[src/rtl/sfft_sample_sequencer.sv]
// Front end for SFFT_Pipeline: buffers audio samples, presents each one for a settle window,
// pulses advance, and hands completed frames to the peak finder with a valid/ack handshake.
//
// state      | meaning
// IDLE       | waiting for enable and a buffered sample
// SETTLE     | sample held on sfft_sample for CALC_CYCLES cycles
// ADVANCE    | one-cycle advance pulse, sample counter steps
// FRAME_WAIT | frame complete, waiting for pipeline output_valid
// FRAME_HOLD | frame_valid held until peak finder acks
module sfft_sample_sequencer #(
    parameter int SAMPLE_WIDTH = 24,
    parameter int NFFT         = 8,
    parameter int CALC_CYCLES  = 20,
    parameter int FIFO_DEPTH   = 4,
    parameter int OVR_WIDTH    = 8
) (
    input  logic                          clk,
    input  logic                          reset,
    input  logic                          enable,
    input  logic [SAMPLE_WIDTH-1:0]       sample_in,
    input  logic                          sample_valid,
    output logic [SAMPLE_WIDTH-1:0]       sfft_sample,
    output logic                          sfft_advance,
    input  logic                          sfft_output_valid,
    output logic                          frame_valid,
    input  logic                          frame_ack,
    output logic [$clog2(FIFO_DEPTH):0]   fifo_level,
    output logic [OVR_WIDTH-1:0]          overrun_count,
    output logic                          busy
);
    localparam int PW = $clog2(FIFO_DEPTH);
    localparam int LW = PW + 1;
    localparam int CW = (CALC_CYCLES > 1) ? $clog2(CALC_CYCLES) : 1;
    localparam int NW = $clog2(NFFT);
    localparam logic [CW-1:0] SETTLE_LAST = CW'(CALC_CYCLES - 1);
    localparam logic [NW-1:0] SAMPLE_LAST = NW'(NFFT - 1);
    localparam logic [LW-1:0] DEPTH       = LW'(FIFO_DEPTH);

    typedef enum logic [2:0] {
        IDLE,
        SETTLE,
        ADVANCE,
        FRAME_WAIT,
        FRAME_HOLD
    } state_t;

    state_t state, state_next;

    logic [SAMPLE_WIDTH-1:0] mem [FIFO_DEPTH];
    logic [PW-1:0]           rd_ptr, wr_ptr;
    logic [CW-1:0]           settle_cnt;
    logic [NW-1:0]           sample_cnt;
    logic                    full, empty, pop, push, drop;

    assign full  = (fifo_level == DEPTH);
    assign empty = (fifo_level == '0);
    assign pop   = (state == IDLE) && enable && !empty;
    // A pop in the same cycle frees a slot, so a full FIFO can still accept
    assign push  = sample_valid && (!full || pop);
    assign drop  = sample_valid && !push;
    assign busy  = (state != IDLE);

    always_ff @(posedge clk) begin
        if (reset) begin
            rd_ptr        <= '0;
            wr_ptr        <= '0;
            fifo_level    <= '0;
            overrun_count <= '0;
        end else begin
            if (push) begin
                mem[wr_ptr] <= sample_in;
                wr_ptr      <= wr_ptr + 1'b1;
            end
            if (pop) begin
                rd_ptr <= rd_ptr + 1'b1;
            end
            if (push && !pop) begin
                fifo_level <= fifo_level + 1'b1;
            end else if (pop && !push) begin
                fifo_level <= fifo_level - 1'b1;
            end
            if (drop && (overrun_count != '1)) begin
                overrun_count <= overrun_count + 1'b1;
            end
        end
    end

    always_ff @(posedge clk) begin
        if (reset) begin
            state        <= IDLE;
            settle_cnt   <= '0;
            sample_cnt   <= '0;
            sfft_sample  <= '0;
            sfft_advance <= 1'b0;
            frame_valid  <= 1'b0;
        end else begin
            state        <= state_next;
            sfft_advance <= (state_next == ADVANCE);
            frame_valid  <= (state_next == FRAME_HOLD);
            if (pop) begin
                sfft_sample <= mem[rd_ptr];
                settle_cnt  <= '0;
            end else if (state == SETTLE) begin
                settle_cnt <= settle_cnt + 1'b1;
            end
            if (state == ADVANCE) begin
                sample_cnt <= (sample_cnt == SAMPLE_LAST) ? '0 : sample_cnt + 1'b1;
            end
        end
    end

    always_comb begin
        state_next = state;
        unique case (state)
            IDLE:       if (pop) state_next = SETTLE;
            SETTLE:     if (settle_cnt == SETTLE_LAST) state_next = ADVANCE;
            ADVANCE:    state_next = (sample_cnt == SAMPLE_LAST) ? FRAME_WAIT : IDLE;
            FRAME_WAIT: if (sfft_output_valid) state_next = FRAME_HOLD;
            FRAME_HOLD: if (frame_ack) state_next = IDLE;
            default:    state_next = IDLE;
        endcase
    end
endmodule

[config.mk]
export PLATFORM = sky130hd
export DESIGN_NAME = sfft_sample_sequencer
export DESIGN_NICKNAME = d
export VERILOG_FILES = /design/src/rtl/sfft_sample_sequencer.sv
export SDC_FILE = /design/constraint.sdc
export NUM_CORES = 1
export LEC_CHECK = 0
export ABC_CLOCK_PERIOD_IN_PS = 4800
export CAP_MARGIN = 20
export CORE_MARGIN = 4
export CORE_UTILIZATION = 59
export DETAILED_ROUTE_END_ITERATION = 10
export PLACE_DENSITY = 0.83
export SYNTH_ARGS = -nofsm -noshare
export SYNTH_HDL_FRONTEND = slang
export SYNTH_SLANG_ARGS = --single-unit
[constraint.sdc]
create_clock -name clk -period 4.8 [get_ports clk]
set_input_delay 1.2 -clock clk [delete_from_list [all_inputs] [get_ports clk]]
set_output_delay 1.2 -clock clk [all_outputs]
set_load 0.02 [all_outputs]
==> Flow_metrics.wiki, run 1 <==
{| class="wikitable"
! Metric !! Value
|-
| Hold-fix buffers at CTS || 0
|-
| Post-route cell area || 7030 um2
|-
| Worst slew margin relative to its limit || between 30% and 40%
|-
| Ant. Diodes || 0
|-
| Start point of the worst min-delay path || sfft_sample[2]
|-
| RSZ-0062 raised after global routing || no
|-
| Worst Setup Start Kind || input pin
|-
| Max VDD drop || 0.298 mV
|-
| Largest stage delay on the critical path || 0.82 ns
|-
| Sequential share of the synthesized area || 69.7%
|-
| Wire length reported by the detailed router || ~11 mm
|-
| Clock tree from TritonCTS || done
|-
| All-layer global routing usage || 21.4%
|-
| Sw frac || ~28%
|-
| Post-route clock period utilization || about 68%
|-
| Gpl congestion || 0.729
|-
| Worst setup EP type || flop
|-
| Switching power || 0.992 mW
|-
| Area inside the core boundary || just over 9000 um2
|-
| WL/cell || 18.1 um
|-
| Cell count after synthesis || 379
|-
| Vert. Die Dim || 106 um
|-
| Post-synthesis simple-gate area fraction || 9.11%
|-
| Average size of a mapped cell || about 15 um2
|-
| Post-CTS clock slew at the launch and capture registers of the worst setup and hold paths || 0.07 ns
|-
| Violation count after the first detailed-route iteration || around 180
|-
| Layout Skew || 0.0140 ns
|-
| Area growth syn-to-layout || 24.8%
|-
| Largest fanout of any net on the critical path || 5
|-
| Outcome || finished, final reports clean
|-
| First-pass DRT Iterations || 5
|-
| Source of the critical timing path || enable
|-
| Max Cap Viol || 0
|-
| Final ANT Viol Nets || 0
|-
| Setup-failing EPs final || 0
|-
| Count of flip-flops with a built-in enable after synthesis || 96
|-
| Cells resized by post-CTS repair || 0
|-
| Number of vias per cell || 5.67
|-
| Area share of xor/xnor cells in the synthesized design || 1.40%
|-
| Ys async rst share || 0%
|-
| Die X-Extent || 106 um
|-
| Fraction of final layout cells with drive strength greater than 1 || 14.6%
|-
| Total cell area at the placement stage || 6440 um2
|-
| Worst setup path category || in -> reg
|-
| Cell internal power dissipation || 2.58 mW
|-
| Warnings from Yosys || 0
|-
| Die Outline Area || 11,200 um2
|-
| Bufs and invs on worst path || 3
|-
| Routed vias || 3,377
|-
| PnR worst setup slack || 1.51 ns
|-
| Worst path arrival time || 3.72 ns
|-
| Antenna violations before repair || 0
|-
| Final routed DRC violation total || 0
|-
| Highest-delay cell along the critical path || o41ai_1
|-
| Crit path time final || 3.29 ns
|-
| Number of H-tree levels || 4
|-
| Sum of negative setup slack || 0 ns
|-
| Startpoint of the worst register-to-register path || fifo_level[2]
|-
| Count of final max-slew check failures || 0
|-
| Cell chain of the critical path || clkdlybuf4s50_1 > nor4b_2 > o41ai_1 > inv_1 > ha_1 > inv_1 > fa_1 > xor2_1 > or3_1 > a21oi_1
|-
| Total clock buffers created by CTS || 17
|-
| Seq pwr share || between 40% and 50%
|-
| Clock latency at the later pin of the worst-skew pair || 0.52 ns
|-
| Share of total power in the clock network || a little over a third
|-
| Clk sinks || 148
|-
| Number of different library cells in the post-synthesis netlist || 36
|-
| Min-Delay Path Class || reg -> reg
|-
| Wire length of the first global-routing pass || approximately 18 mm
|-
| Number of buffers inserted by post-CTS setup repair || 0
|-
| Share of cell area taken by muxes after synthesis || between 10% and 20%
|-
| Input/output buffers || 67
|-
| Sum of net half-perimeters after detailed placement || approximately 6.5 mm
|-
| Number of hold violations in the final report || 0
|-
| Via count of the first global-routing pass || about 3,600
|-
| CP required || 5.24 ns
|-
| Nets || 494
|-
| Highest achievable clock rate || 304 MHz
|-
| Place WS || roughly 1.0 ns
|-
| Adder and majority cell fraction of the synthesized area || 2.35%
|-
| Most frequent cell on the critical path || inv_1
|-
| Std-Cell Rows || 35
|-
| Clock buffer depth || 2
|-
| Maximum number of pins on one net before global-route repair || 54
|-
| Compound-Gate Fraction of Synth Area || 4.69%
|-
| Synthesized net count || 419
|-
| Number of synthesized register bits || 148
|-
| Starting utilization of the core area || 60.7%
|-
| Synthesized cell area || 5630 um2
|-
| Clk root buf || clkbuf_8
|-
| Cell family contributing the most delay on the critical path || compound AO/OA/AOI/OAI gates
|-
| Primary flip-flop cell chosen by synthesis mapping || edfxtp_1
|-
| Static leakage power || about 2.3 nW
|-
| Combinational Power Share || between 15 and 20%
|-
| Number of primary I/O pins || 68
|-
| GRT Residual Overflow || 0
|-
| Dominant combinational cell family by area after synthesis || multiplexers
|-
| Worst-margin pin slew || 1.01 ns
|-
| Cell Pwr Density || 508 nW/um2
|}
## final cells by class
class | count | area [um2]
fill | 565 | 2260
multi-input combinational | 203 | 1600
tap | 129 | 161
sequential | 148 | 3930
timing repair buffer | 75 | 726
clock buffer | 17 | 414
inverter | 9 | 33.8
clock inverter | 15 | 169
## kinds of logic after synthesis
kind of cell	after synthesis
flip-flops	148
buffers and inverters	28
adder cells (fa/ha/maj)	10
AO/OA/AOI/OAI	47
AND/OR/NAND/NOR	106
XOR/XNOR	9
multiplexers	31
## worst register-to-register path: cells and delay by family (launching register included)
family,cells,cell delay (ns)
AO/OA/AOI/OAI,2,1.06
adder cells (fa/ha/maj),2,0.42
flip-flops,1,0.42
AND/OR/NAND/NOR,1,0.31
buffers and inverters,3,0.25
XOR/XNOR,1,0.07
## synth_stat cells, types with 6 or more instances
| master | n | area (um2) |
|---|---|---|
| edfxtp_1 | 96 | 2880 |
| nand2_1 | 54 | 203 |
| dfxtp_1 | 52 | 1040 |
| a21oi_1 | 33 | 165 |
| mux4_2 | 24 | 541 |
| clkbuf_1 | 14 | 52.6 |
| nor2_1 | 14 | 52.6 |
| ha_1 | 9 | 113 |
| inv_1 | 8 | 30.0 |
| mux2i_1 | 7 | 70.1 |
| nor3_1 | 7 | 35.0 |
| xor2_1 | 6 | 52.6 |
## placed cells by master (no fill, tap or decap), types with 2 or more instances in the layout
cell / n
edfxtp_1: 96
clkdlybuf4s50_1: 66
nand2_1: 54
dfxtp_1: 51
a21oi_1: 33
mux4_2: 24
clkbuf_16: 16
nor2_1: 14
ha_1: 9
inv_1: 8
buf_4: 8
nor3_1: 7
mux2i_1: 7
inv_6: 7
xor2_1: 6
or3_1: 4
and2_1: 4
nand3_1: 4
or4_1: 4
o31ai_1: 4
nand4_1: 4
xnor2_1: 3
a31oi_1: 3
o21ai_0: 3
o41ai_1: 2
clkinv_1: 2
nor2b_1: 2
nor4_1: 2
and4_1: 2
clkinv_4: 2
bufinv_16: 2
clkinvlp_4: 2
## worst paths after layout
kind | endpoint | slack [ns] | cells past startpoint
max reg2reg | fifo_level[2] | 2.20 | 9
max | fifo_level[2] | 1.51 | 10
min | sfft_sample[2] | 0.45 | 2
min reg2reg | sfft_sample[2] | 0.45 | 2
## through the flow
stage | hold WS, ns | total power [mW] | utilization (%) | cells
6_report | 0.453 | 3.57 | 75.7 | 596
5_1_grt | 0.479 | 3.75 | 75.7 | 596
4_1_cts | 0.458 | 3.61 | 75.7 | 596
3_5_place_dp | 0.447 | 2.32 | 69.4 | 564
3_3_place_gp | 0.444 | 2.29 | 69.4 | 564
2_1_floorplan | 0.465 | 2.05 | - | 379
## sequential cells by signal, summed over array words and instances (netlist names)
signal / cells
wr_ptr: 2
rd_ptr: 2
overrun_count: 8
frame_valid: 1
sfft_advance: 1
sfft_sample: 24
fifo_level: 3
sample_cnt: 3
mem: 96
settle_cnt: 5
state: 3
## power by group through the flow
stage / clock, mW / combinational, mW / sequential [mW]
after floorplan: 0 / 0.419 / 1.63
after global routing: 1.37 / 0.755 / 1.62
after detailed placement: 0 / 0.688 / 1.63
final: 1.28 / 0.692 / 1.60
after global placement: 0 / 0.673 / 1.62
after CTS: 1.31 / 0.700 / 1.60
## layer usage
| layer | share of wire [%] | vias to the layer above | global-route usage (%) | routed length (um) |
|---|---|---|---|---|
| met2 | 51 | 107 | 35.8 | 5490 |
| met3 | 6.3 | 10 | 6.92 | 683 |
| met4 | 0.93 | 0 | 5.92 | 101 |
| met1 | 42 | 1676 | 26.9 | 4530 |
| met5 | 0 | - | 0 | 0 |
| li1 | - | 1584 | - | - |
Power figures use the tool's default switching activity.
==> run 2: changes to the inputs <==
--- a/config.mk
+++ b/config.mk
@@ -5,12 +5,12 @@
 export SDC_FILE = /design/constraint.sdc
 export NUM_CORES = 1
 export LEC_CHECK = 0
-export ABC_CLOCK_PERIOD_IN_PS = 4800
+export ABC_CLOCK_PERIOD_IN_PS = 3400
 export CAP_MARGIN = 20
 export CORE_MARGIN = 4
-export CORE_UTILIZATION = 59
+export CORE_UTILIZATION = 55
 export DETAILED_ROUTE_END_ITERATION = 10
-export PLACE_DENSITY = 0.83
+export PLACE_DENSITY = 0.78
 export SYNTH_ARGS = -nofsm -noshare
 export SYNTH_HDL_FRONTEND = slang
 export SYNTH_SLANG_ARGS = --single-unit
==> constraint.sdc (replaced) <==
create_clock -name clk -period 3.4 [get_ports clk]
set_input_delay 0.85 -clock clk [delete_from_list [all_inputs] [get_ports clk]]
set_output_delay 0.85 -clock clk [all_outputs]
set_load 0.02 [all_outputs]
==> run 2 against run 1 <==
Compared with the run above:
- worst setup slack worse by 0.90 ns
- wire length fell by 2.3%
- global-route usage down 2.0 points
- final area rose by 0.32%
- clock power increased by 35%
- register-to-register slack got worse by 1.3 ns
- cell count increased by 1.5%
- non-clock buffer count grew 5
- first-iteration DRC count up 0.55%
- power is 39% higher
==> Flow_metrics.wiki, run 2 (synthesis results as in run 1) <==
{| class="wikitable"
! Metric !! Value
|-
| Register with the most flip-flops || mem
|-
| Post-CTS clock slew at the launch and capture registers of the worst setup and hold paths || 0.06 ns
|-
| Number of primary I/O pins || 68
|-
| GR Util met2 || 32.3%
|-
| Die Outline Area || 11,900 um2
|-
| Number of hold violations in the final report || 0
|-
| Sum of negative setup slack || 0 ns
|-
| Min-Delay Path Class || reg -> reg
|-
| Clk root buf || clkbuf_8
|-
| Bufs and invs on worst path || 3
|-
| Violation count after the first detailed-route iteration || 184
|-
| RSZ-0062 raised after global routing || no
|-
| Vert. Die Dim || 109 um
|-
| Number of buffers inserted by post-CTS setup repair || 0
|-
| Worst setup EP type || flop
|-
| Largest fanout of any net on the critical path || 5
|-
| Highest achievable clock rate || about 360 MHz
|-
| Crit path time final || 2.79 ns
|-
| Area growth syn-to-layout || 25.2%
|-
| Final routed DRC violation total || 0
|-
| Via count of the first global-routing pass || 3,398
|-
| Nets || about 500
|-
| Most used cells in the layout excluding fill and tap cells || edfxtp_1 (96), clkdlybuf4s50_1 (66), nand2_1 (54), dfxtp_1 (51), a21oi_1 (33)
|-
| Clock tree from TritonCTS || done
|-
| Post-route clock period utilization || 81.9%
|-
| Layout Cells excl Fill || 605
|-
| Number of H-tree levels || 4
|-
| Highest-delay cell along the critical path || clkdlybuf4s50_1
|-
| Gpl congestion || 0.784
|-
| Cell total after placement || 573
|-
| Leading cell type in the layout, fill and taps excluded || edfxtp_1
|-
| Total clock buffers created by CTS || 17
|-
| Max VDD drop || 0.419 mV
|-
| Largest stage delay on the critical path || 0.44 ns
|-
| Worst setup path category || in -> reg
|-
| Clk sinks || between 100 and 150
|-
| Grt met3 use || under 10%
|-
| Cell family contributing the most delay on the critical path || simple AND/OR/NAND/NOR gates
|-
| Worst slew margin relative to its limit || 38.0%
|-
| Hold-fix buffers at CTS || 0
|-
| Clock latency at the later pin of the worst-skew pair || around 0.52 ns
|-
| Setup-failing EPs final || 0
|-
| Die X-Extent || about 110 um
|-
| Outcome || finished, final reports clean
|-
| Cells resized by post-CTS repair || 0
|-
| Routed vias || 3,320
|-
| Worst Setup Start Kind || input pin
|-
| Wire length reported by the detailed router || 10.6 mm
|-
| Fraction of final layout cells with drive strength greater than 1 || 15.3%
|-
| Most frequent cell on the critical path || inv_1
|-
| Ant. Diodes || 0
|-
| Worst path arrival time || 3.23 ns
|-
| WL/cell || 17.5 um
|-
| Static leakage power || 2.35 nW
|-
| Sum of net half-perimeters after detailed placement || 6.61 mm
|-
| Max Cap Viol || 0
|-
| Fill cell count || 618
|-
| Clock buffer depth || 2
|-
| Count of final max-slew check failures || 0
|-
| Cell Pwr Density || 704 nW/um2
|-
| CP required || 3.84 ns
|-
| Wire length of the first global-routing pass || 17.2 mm
|-
| GR peak layer || met2
|-
| Area inside the core boundary || 9860 um2
|-
| Starting utilization of the core area || a little under three fifths
|-
| Biggest registers after layout || mem (96), sfft_sample (24), overrun_count (8)
|-
| Global routing usage on met1 || 24.8%
|-
| Input/output buffers || 67
|-
| Cell chain of the critical path || clkdlybuf4s50_1 > nor4b_2 > o41ai_1 > inv_1 > ha_1 > inv_1 > fa_1 > xor2_1 > or3_1 > a21oi_1
|-
| Worst-margin pin slew || 0.929 ns
|-
| Std-Cell Rows || 36
|-
| Final ANT Viol Nets || 0
|-
| Antenna violations before repair || 0
|-
| GRT Residual Overflow || 0
|-
| Number of vias per cell || 5.49
|-
| Maximum number of pins on one net before global-route repair || 53
|-
| First-pass DRT Iterations || 4
|-
| Layout Skew || 0.00830 ns
|-
| Max FFs per register || 96
|-
| All-layer global routing usage || 19.3%
|}
==> run 2: changes by cell type in the layout (fill, tap and decap cells not counted), sizes merged <==
cell / delta
buf: +5
bufinv: -2
clkbuf: +7
clkinv: -1
inv: -4
==> run 2: worst paths after layout <==
check | start | endpoint | slack [ns] | depth (start not counted)
min reg2reg | sfft_sample[4] | sfft_sample[4] | 0.46 | 2
min | sfft_sample[4] | sfft_sample[4] | 0.46 | 2
max reg2reg | state[0] | fifo_level[2] | 0.94 | 9
max | enable | fifo_level[2] | 0.61 | 10
==> run 2: worst min-delay path, cell delays in order (launching register included) <==
cell and delay [ns]:
dfxtp_1 0.30, nand2_1 0.05, a21oi_1 0.05
==> run 2: area by class of cell <==
| cell class | instances | area, um2 | area share (%) |
|---|---|---|---|
| Clock inverter | 8 | 61.3 | 0.870 |
| Tap cell | 133 | 166 | 2.36 |
| Timing Repair Buffer | 80 | 763 | 10.8 |
| Multi-Input combinational cell | 203 | 1600 | 22.7 |
| Inverter | 9 | 33.8 | 0.479 |
| Sequential cell | 148 | 3930 | 55.7 |
| Clock buffer | 24 | 502 | 7.12 |
==> run 2: per-layer routing <==
| layer | vias to the layer above | part of all wire, % |
|---|---|---|
| met5 | - | 0 |
| met4 | 0 | 1.3 |
| met3 | 13 | 5.9 |
| met2 | 107 | 50 |
| met1 | 1611 | 43 |
| li1 | 1589 | - |
==> run 2: power breakdown <==
group	total, mW	switching, mW	leakage [nW]	internal, mW
logic	0.979	0.479	0.784	0.500
registers	2.25	0.172	1.29	2.08
clock network	1.73	0.701	0.274	1.03
==> run 2: through the flow <==
| step | worst slack, ns | power [mW] | utilization (%) | hold slack [ns] | instance area [um2] |
|---|---|---|---|---|---|
| after global placement | 0.296 | 3.24 | 65.8 | 0.443 | 6490 |
| after floorplan | 0.533 | 2.89 | - | 0.465 | 5630 |
| after global routing | 0.440 | 5.18 | 71.5 | 0.477 | 7050 |
| after CTS | 0.637 | 5.01 | 71.5 | 0.458 | 7050 |
| final | 0.614 | 4.96 | 71.5 | 0.456 | 7050 |
| after detailed placement | 0.147 | 3.28 | 65.8 | 0.452 | 6490 |
==> run 3: changes to the inputs <==
--- a/config.mk
+++ b/config.mk
@@ -5,12 +5,12 @@
 export SDC_FILE = /design/constraint.sdc
 export NUM_CORES = 1
 export LEC_CHECK = 0
-export ABC_CLOCK_PERIOD_IN_PS = 3400
+export ABC_CLOCK_PERIOD_IN_PS = 2300
 export CAP_MARGIN = 20
 export CORE_MARGIN = 4
-export CORE_UTILIZATION = 55
+export CORE_UTILIZATION = 50
 export DETAILED_ROUTE_END_ITERATION = 10
-export PLACE_DENSITY = 0.78
+export PLACE_DENSITY = 0.75
 export SYNTH_ARGS = -nofsm -noshare
 export SYNTH_HDL_FRONTEND = slang
 export SYNTH_SLANG_ARGS = --single-unit
==> constraint.sdc (replaced) <==
create_clock -name clk -period 2.3 [get_ports clk]
set_input_delay 0.575 -clock clk [delete_from_list [all_inputs] [get_ports clk]]
set_output_delay 0.575 -clock clk [all_outputs]
set_load 0.02 [all_outputs]
==> run 3 against run 2 <==
Compared with the run above:
- combinational power grew 71%
- via count up 1.9%
- utilization is 5.8 points lower
- clock skew barely moved
- power rose by 49%
- final area rose by 1.9%
- non-clock buffer count is 7 higher
- worst setup slack got worse by 0.52 ns
- critical endpoint unchanged
- largest cell class unchanged
==> Flow_metrics.wiki, run 3 (synthesis results as in run 1) <==
{| class="wikitable"
! Metric !! Value
|-
| Outcome || finished, final reports clean
|-
| PnR worst setup slack || 0.0930 ns
|-
| End point of the critical path || fifo_level[2]
|-
| Nets || 506
|-
| Std-Cell Rows || 38
|-
| Number of primary I/O pins || 68
|-
| Number of H-tree levels || 4
|-
| Number of vias per cell || 5.47
|-
| Max Cap Viol || 0
|-
| Hold slack final || 0.452 ns
|-
| Crit path time final || about 2.2 ns
|-
| Leading cell type in the layout, fill and taps excluded || edfxtp_1
|-
| Die Outline Area || between 10,000 and 15,000 um2
|-
| Largest fanout of any net on the critical path || 5
|-
| Antenna violations before repair || 0
|-
| Endpoint of the worst register-to-register path || fifo_level[2]
|-
| Violation count after the first detailed-route iteration || roughly 270
|-
| Post-route clock period utilization || between 90 and 100%
|-
| Final ANT Viol Nets || 0
|-
| Gpl congestion || 0.752
|-
| Reg-to-reg setup timing slack || 0.09 ns
|-
| Min-Delay Path Class || reg -> reg
|-
| Total clock buffers created by CTS || 17
|-
| Worst slew margin relative to its limit || 61.0%
|-
| Vert. Die Dim || between 100 and 150 um
|-
| Register with the most flip-flops || mem
|-
| Static leakage power || 2.40 nW
|-
| Worst setup path category || reg -> reg
|-
| Worst path arrival time || 2.55 ns
|-
| Via count of the first global-routing pass || 3,485
|-
| Biggest registers after layout || mem (96), sfft_sample (24), overrun_count (8)
|-
| Number of cells traversed by the worst hold path || 2
|-
| Layout Skew || approximately 0.008 ns
|-
| Highest achievable clock rate || about 450 MHz
|-
| WL/cell || around 17 um
|-
| Routed vias || roughly 3,400
|-
| Maximum number of pins on one net before global-route repair || 53
|-
| Count of final max-slew check failures || 0
|-
| Area inside the core boundary || 10,900 um2
|-
| Post-route core utilization || about 66%
|-
| Final routed DRC violation total || 0
|-
| Most used cells in the layout excluding fill and tap cells || edfxtp_1 (96), clkdlybuf4s50_1 (64), nand2_1 (54), dfxtp_1 (51), a21oi_1 (32)
|-
| Die X-Extent || between 100 and 150 um
|-
| Clk sinks || 148
|-
| Startpoint of the worst register-to-register path || state[1]
|-
| Clock tree from TritonCTS || done
|-
| Setup-failing EPs final || 0
|-
| Input/output buffers || 67
|-
| Footprint of the multi-input gates || between 1500 and 2000 um2
|-
| Starting utilization of the core area || 51.5%
|-
| All-layer global routing usage || 17.6%
|-
| First-pass DRT Iterations || 4
|-
| Worst-margin pin slew || 0.585 ns
|-
| Max FFs per register || 96
|-
| Clock buffer depth || 2
|-
| Area growth syn-to-layout || 27.6%
|-
| GRT Residual Overflow || 0
|-
| Hold-fix buffers at CTS || 0
|-
| Layout Cells excl Fill || 618
|-
| Ant. Diodes || 0
|-
| CP required || approximately 2.6 ns
|-
| Max VDD drop || around 0.74 mV
|-
| Count of cells along the worst register-to-register path || 9
|-
| Fraction of final layout cells with drive strength greater than 1 || 17.4%
|-
| Post-CTS clock slew at the launch and capture registers of the worst setup and hold paths || 0.05 ns
|-
| Wire length of the first global-routing pass || 17.3 mm
|-
| Sum of net half-perimeters after detailed placement || 6.63 mm
|-
| Worst Setup Start Kind || flop
|-
| Fill cell count || 785
|-
| Clock latency at the later pin of the worst-skew pair || 0.42 ns
|-
| Place WS || -0.389 ns
|-
| Wire length reported by the detailed router || 10.5 mm
|-
| Worst setup EP type || flop
|-
| Cell Pwr Density || 1030 nW/um2
|-
| Clk root buf || clkbuf_16
|-
| Cell total after placement || 586
|-
| Sequential cell area || 3930 um2
|-
| Sum of negative setup slack || 0 ns
|-
| Source of the critical timing path || state[1]
|-
| Number of hold violations in the final report || 0
|}
==> run 3: changes by cell type in the layout (fill, tap and decap cells not counted), moves of 2 or more <==
cell / before / now
buf_12: 0 / 4
buf_4: 13 / 16
clkbuf_1: 2 / 4
clkbuf_8: 5 / 1
clkdlybuf4s50_1: 66 / 64
clkinv_2: 1 / 3
inv_6: 3 / 0
==> run 3: per-layer routing <==
layer | vias to the layer above | global-route usage (%) | share of wire (%)
met5 | - | 0 | 0
met3 | 10 | 6.50 | 6.1
met1 | 1687 | 21.9 | 42
met4 | 0 | 5.46 | 0.98
met2 | 90 | 29.0 | 51
li1 | 1596 | - | -
==> run 3: layout make-up <==
type | instances | share of cell area, %
flip-flops and latches | 148 | 54.6
multi-input cells | 203 | 22.9
repair buffers | 87 | 12.1
clock buffers | 22 | 6.32
well taps | 140 | 2.44
clock inverters | 9 | 1.17
inverters | 9 | 0.487
==> run 3: how the worst min path moves through the flow <==
stage / startpoint / to
after floorplan: sample_cnt[1] / sample_cnt[1]
after global placement: sfft_sample[9] / sfft_sample[9]
after detailed placement: sfft_sample[7] / sfft_sample[7]
after CTS: sfft_sample[1] / sfft_sample[1]
after global routing: sfft_sample[5] / sfft_sample[5]
final: sfft_sample[1] / sfft_sample[1]
==> run 3: per-stage QoR <==
| stage | total power, mW | cell area, um2 |
|---|---|---|
| global route | 7.77 | 7190 |
| CTS | 7.45 | 7160 |
| global placement | 4.92 | 6620 |
| detailed placement | 4.95 | 6620 |
| floorplan | 4.32 | 5680 |
| finish | 7.40 | 7190 |
==> run 3: what timing repair did <==
item / in CTS / in global routing
endpoints found under the setup margin: 1 / 1
cloned: 0 / 0
hold endpoints to repair: 0 / 0
setup buffers: 0 / 1
gates resized for setup: 1 / 4
pin swaps: 0 / 6
==> run 3: critical path, stage by stage (launching register included) <==
cell and delay, ns:
dfxtp_1 0.36, nor4b_4 0.35, o41ai_2 0.13, inv_1 0.10, ha_4 0.13, inv_2 0.03
fa_2 0.35, xor2_2 0.19, or3_4 0.37, a21oi_2 0.13
==> run 3: power breakdown <==
part           switching [mW]  total [mW]  leakage (nW)  internal, mW
Sequential              0.159        3.24          1.29          3.08
Combinational           0.826        1.67         0.853         0.843
Clock                   0.987        2.49         0.254          1.50
Total                    1.97        7.40          2.40          5.42
